`config.mk`:
```
export PLATFORM = sky130hd
export DESIGN_NAME = tft_rx
export DESIGN_NICKNAME = d
export VERILOG_FILES = /design/src/rtl/tft_rx.sv
export SDC_FILE = /design/constraint.sdc
export NUM_CORES = 1
export LEC_CHECK = 0
export ABC_CLOCK_PERIOD_IN_PS = 8200
export CAP_MARGIN = 20
export CORE_UTILIZATION = 57
export CTS_CLUSTER_DIAMETER = 80
export DETAILED_ROUTE_END_ITERATION = 12
export GPL_ROUTABILITY_DRIVEN = 0
export HOLD_SLACK_MARGIN = 0.05
export PLACE_DENSITY = 0.8
export SYNTH_ARGS = -nofsm -noshare
export SYNTH_HDL_FRONTEND = slang
export SYNTH_SLANG_ARGS = --single-unit
```
`constraint.sdc`:
```
create_clock -name clk -period 8.2 [get_ports clk]
set_input_delay 1.64 -clock clk [delete_from_list [all_inputs] [get_ports clk]]
set_output_delay 1.64 -clock clk [all_outputs]
set_load 0.02 [all_outputs]
```
`src/rtl/tft_rx.sv`:
```
// Panel-side RGB/sync receiver: synchronizes the asynchronous video bus into clk,
// strobes active pixels with coordinates, measures geometry and tracks lock.
module tft_rx #(
  parameter int EXP_WIDTH   = 800,
  parameter int EXP_HEIGHT  = 480,
  parameter int LOCK_FRAMES = 2
) (
  input  logic        clk,
  input  logic        reset,
  input  logic        pxclk,
  input  logic        hsync,
  input  logic        vsync,
  input  logic        de,
  input  logic [7:0]  r,
  input  logic [7:0]  g,
  input  logic [7:0]  b,
  input  logic        err_clear,
  output logic        pix_valid,
  output logic [9:0]  pix_x,
  output logic [8:0]  pix_y,
  output logic [23:0] pix_rgb,
  output logic        frame_start,
  output logic        locked,
  output logic [11:0] meas_width,
  output logic [11:0] meas_height,
  output logic        err_width,
  output logic        err_height
);
  localparam logic [11:0] W  = 12'(EXP_WIDTH);
  localparam logic [11:0] H  = 12'(EXP_HEIGHT);
  localparam logic [7:0]  LF = 8'(LOCK_FRAMES);

  typedef enum logic [1:0] {SEARCH, TRACK, LOCK} state_t;

  state_t      state;
  logic [27:0] sync1, sync2;
  logic        px_q, hs_q, vs_q, de_q;
  logic [11:0] x, y;
  logic [7:0]  good_cnt;
  logic        wbad;

  logic        px_s, hs_s, vs_s, de_s;
  logic [23:0] rgb_s;
  assign {px_s, hs_s, vs_s, de_s, rgb_s} = sync2;

  // de is only honoured outside the vertical sync pulse
  logic sample, de_act, v_fall, d_fall, h_fall, frame_ok;
  logic [7:0] good_nxt;
  assign sample   = px_s & ~px_q;
  assign de_act   = de_s & vs_s;
  assign v_fall   = vs_q & ~vs_s;
  assign d_fall   = de_q & ~de_act;
  assign h_fall   = hs_q & ~hs_s;
  assign frame_ok = ~wbad & (y == H);
  assign good_nxt = good_cnt + 8'd1;

  always_ff @(posedge clk or posedge reset) begin
    if (reset) begin
      state       <= SEARCH;
      sync1       <= '0;
      sync2       <= '0;
      px_q        <= 1'b0;
      hs_q        <= 1'b0;
      vs_q        <= 1'b0;
      de_q        <= 1'b0;
      x           <= '0;
      y           <= '0;
      good_cnt    <= '0;
      wbad        <= 1'b0;
      pix_valid   <= 1'b0;
      pix_x       <= '0;
      pix_y       <= '0;
      pix_rgb     <= '0;
      frame_start <= 1'b0;
      locked      <= 1'b0;
      meas_width  <= '0;
      meas_height <= '0;
      err_width   <= 1'b0;
      err_height  <= 1'b0;
    end else begin
      sync1       <= {pxclk, hsync, vsync, de, r, g, b};
      sync2       <= sync1;
      px_q        <= px_s;
      pix_valid   <= 1'b0;
      frame_start <= 1'b0;
      // clear is written first so a same-cycle error set overrides it
      if (err_clear) begin
        err_width  <= 1'b0;
        err_height <= 1'b0;
      end
      if (sample) begin
        hs_q <= hs_s;
        vs_q <= vs_s;
        de_q <= de_act;
        if (v_fall) begin
          x    <= '0;
          y    <= '0;
          wbad <= 1'b0;
          if (state == SEARCH) begin
            // the frame in flight when we arrived is partial: no evaluation
            state <= TRACK;
          end else begin
            frame_start <= 1'b1;
            meas_height <= y;
            if (frame_ok) begin
              good_cnt <= (good_nxt >= LF) ? LF : good_nxt;
              if (good_nxt >= LF) begin
                state  <= LOCK;
                locked <= 1'b1;
              end
            end else begin
              if (y != H) err_height <= 1'b1;
              good_cnt <= '0;
              locked   <= 1'b0;
              state    <= TRACK;
            end
          end
        end else if (de_act) begin
          if (x != 12'hFFF) x <= x + 12'd1;
          if (state != SEARCH && x < W && y < H) begin
            pix_valid <= 1'b1;
            pix_x     <= x[9:0];
            pix_y     <= y[8:0];
            pix_rgb   <= rgb_s;
          end
        end else if (d_fall) begin
          x <= '0;
          if (state != SEARCH) begin
            meas_width <= x;
            if (x != W) begin
              err_width <= 1'b1;
              wbad      <= 1'b1;
            end
            if (y != 12'hFFF) y <= y + 12'd1;
          end
        end else if (h_fall) begin
          // line resync guard for a de that never rose this line
          x <= '0;
        end
      end
    end
  end
endmodule

```
==> flow_metrics.py <==
metrics = {
    "run_status": {
        "outcome": "finished, final reports clean",
    },
    "global_route": {
        "grt_pass1_vias": 3981,
        "grt_pass1_wl_microns": 20200,
        "antenna_found_initial": 0,
        "busiest_layer": "met2",
        "grt_use_total_pct": 23.2,
        "grtUsageMet2_pct": 34.4,
        "grt_use_met3_pct": 6.08,
        "gr-total-overflow": 0,
        "use_met1_pct": 33.7,
        "grt_max_degree": 109,
    },
    "synth": {
        "yosys-top-cells-area": "dfrtp_1 66%, mux2_2 10%, nand2_1 3.4%, nand3_1 1.4%, mux2i_1 1.3%",
        "synth_cell_types": 52,
        "synth_common_cells": "167 x dfrtp_1, 57 x nand2_1, 56 x mux2_2, 18 x nand3_1, 15 x inv_1",
        "synth_sequential_area_ratio_pct": 66.3,
        "netlist.area_leader.share_pct": 66.3,
        "syn_avg_cell_area_sq_um": 13.3,
        "ys.flop_type": "dfrtp_1",
        "async_flop_share_pct": 100,
        "synthesis.area_sq_um": 6300,
        "synth.most_common_cell": "dfrtp_1",
        "synth_edf_count": 0,
        "ys_ff_latch": 167,
        "ys_warn_count": 0,
        "synth_cells": 473,
        "synth_nets": 510,
        "synth_area_leader_cell": "dfrtp_1",
    },
    "power": {
        "p_leak_nw": 3.59,
        "power.switching_uw": 522,
        "clockPowerShare_pct": 36.8,
        "seqPwrFrac_pct": 48.3,
        "sw_frac_of_total_pct": 26.8,
        "p_int_mw": 1.42,
        "power_density_nw_per_um2": 243,
        "power_mw": 1.95,
        "peakVddDrop_mv": 0.149,
        "combPwrFrac_pct": 14.9,
    },
    "sta": {
        "hold_viol": 0,
        "final.setup.tns_ps": 0,
        "slew_headroom_pct": 38.6,
        "period_needed_ps": 3190,
        "timing.final.crit_share_pct": 38.9,
        "worst_pin_slew_ps": 921,
        "final_max_slew_viol_count": 0,
        "max_freq_mhz": 314,
        "finalClockSkew_ps": 8.81,
        "rsz0062_at_grt": "no",
        "setup_viol": 0,
    },
    "drt": {
        "drc_errors": 0,
        "vias_per_cell": 5.51,
        "wl_microns": 12200,
        "detail_route.wl_per_cell_microns": 16.5,
        "first_iter_violations": 229,
        "drtPass1Iterations": 4,
        "ant_nets": 0,
        "via_count": 4064,
    },
    "floorplan": {
        "die_h_microns": 107,
        "initial_core_util_pct": 58.4,
        "fp.dieArea_sq_um": 11500,
        "coreArea_sq_um": 10800,
        "die_w_microns": 107,
        "io_pins": 103,
        "rows": 38,
    },
    "cells_and_area": {
        "antenna_cells": 0,
        "num-fill-cells": 692,
        "fin_util_pct": 74.2,
        "layout-drive-gt1-share_pct": 17.3,
        "num-nets-final": 621,
        "synthToLayoutAreaGrowth_pct": 27.0,
    },
    "cts": {
        "cts_tree": "done",
        "numCtsBuffers": 17,
        "clk_latency_ps": 530,
        "ctsHoldBuffers": 0,
        "clkTransAtPathRegs_ps": 70,
        "postCtsSetupRepairBufs": 0,
        "cts-root-buf": "clkbuf_8",
        "cts_sinks": 167,
        "ctsHtreeMaxLevel": 4,
        "cts_resized": 0,
        "clk_path_buf_depth": 2,
    },
    "critical_path": {
        "path_buf_inv": 1,
        "cp.arrival_ps": 1550,
        "path_class": "reg -> out",
        "critPathMaxFanout": 2,
        "cp-start-kind": "register",
        "slowest_delay_ps": 650,
        "required_ps": 6560,
        "cpLargestDelayFamily": "buffers and inverters",
        "crit_chain": "clkdlybuf4s50_1",
        "cp.depth": 1,
        "r2r_cells": 5,
        "worst_setup_path_end_kind": "primary output",
        "crit_slowest_cell": "clkdlybuf4s50_1",
    },
    "placement": {
        "io_buffers": 102,
        "place_hpwl_microns": 8080,
    },
    "run": {
        "maxCapViolations": 0,
    },
    "worst_hold_path": {
        "hold_path.class": "reg -> reg",
        "hold_depth": 0,
    },
}
## path summary, 6_finish.rpt
| check | end | slack (ps) | startpoint |
|---|---|---|---|
| worst max register to register | pix_y[2] | 5770 | y[10] |
| worst min register to register | sync2[17] | 350 | sync1[17] |
| worst min-delay path | sync2[17] | 350 | sync1[17] |
| max in group asynchronous | sync1[1] | 5240 | reset |
| min in group asynchronous | pix_rgb[15] | 1700 | reset |
| worst max-delay path | pix_y[0] | 5010 | pix_y[0] |
## state kept, by name, indices dropped and copies added, names as in the netlist, 2 cells and up
register,cells
sync2,28
pix_y,9
sync1,28
pix_x,10
meas_width,12
meas_height,12
good_cnt,8
state,2
pix_rgb,24
y,12
x,12
## kinds of logic after synthesis
family | count (synthesis) | share of synthesized area (%)
AO/OA/AOI/OAI | 52 | 5.42
AND/OR/NAND/NOR | 149 | 13.0
multiplexers | 64 | 11.3
flip-flops | 167 | 66.3
buffers and inverters | 33 | 2.58
XOR/XNOR | 2 | 0.278
adder cells (fa/ha/maj) | 6 | 1.19
## per-layer routing
metal,vias up,wire (microns)
met3,15,625
met2,132,5740
met4,0,131
met1,2009,5670
li1,1908,-
met5,-,0
## cells in the final DEF (no fill, tap or decap), types with 4 or more instances in the layout
| cell | count |
|---|---|
| nand3_1 | 18 |
| mux2_2 | 56 |
| inv_1 | 14 |
| nor2_1 | 5 |
| nand2b_1 | 7 |
| or3_1 | 7 |
| mux2i_1 | 8 |
| clkinvlp_4 | 5 |
| ha_1 | 6 |
| or4_1 | 9 |
| a21oi_1 | 8 |
| buf_4 | 6 |
| nand4_1 | 5 |
| clkbuf_16 | 16 |
| clkdlybuf4s50_1 | 102 |
| dfrtp_1 | 167 |
| nor4_1 | 9 |
| o21ai_0 | 12 |
| nor3_1 | 6 |
| o31ai_1 | 10 |
| and2_1 | 6 |
| nand2_1 | 57 |
| inv_6 | 4 |
## power groups by stage
| stage | clock, mW | sequential, mW | combinational [mW] |
|---|---|---|---|
| 3_3_place_gp | 0 | 0.951 | 0.284 |
| 5_1_grt | 0.772 | 0.951 | 0.311 |
| 2_1_floorplan | 0 | 1.01 | 0.0898 |
| 4_1_cts | 0.733 | 0.941 | 0.293 |
| 6_report | 0.717 | 0.940 | 0.290 |
| 3_5_place_dp | 0 | 0.956 | 0.291 |
## cell type report
cell class / count / area, sq um / area share, %
Sequential cell: 167 / 4180 / 52.2
Multi-Input combinational cell: 273 / 1980 / 24.7
Timing Repair Buffer: 110 / 1080 / 13.4
Clock buffer: 19 / 422 / 5.27
Tap cell: 140 / 175 / 2.19
Clock inverter: 13 / 115 / 1.44
Inverter: 15 / 61.3 / 0.766
## per-stage QoR
step	cells	setup slack (ps)	hold slack [ps]	cell area, sq um
after floorplan	473	2040	331	6300
after global placement	702	4620	332	7450
after detailed placement	703	4560	335	7460
after CTS	735	4970	350	8000
after global routing	737	4890	355	8010
final	737	5010	349	8010
Note: power is estimated with default switching activity, not from simulation.
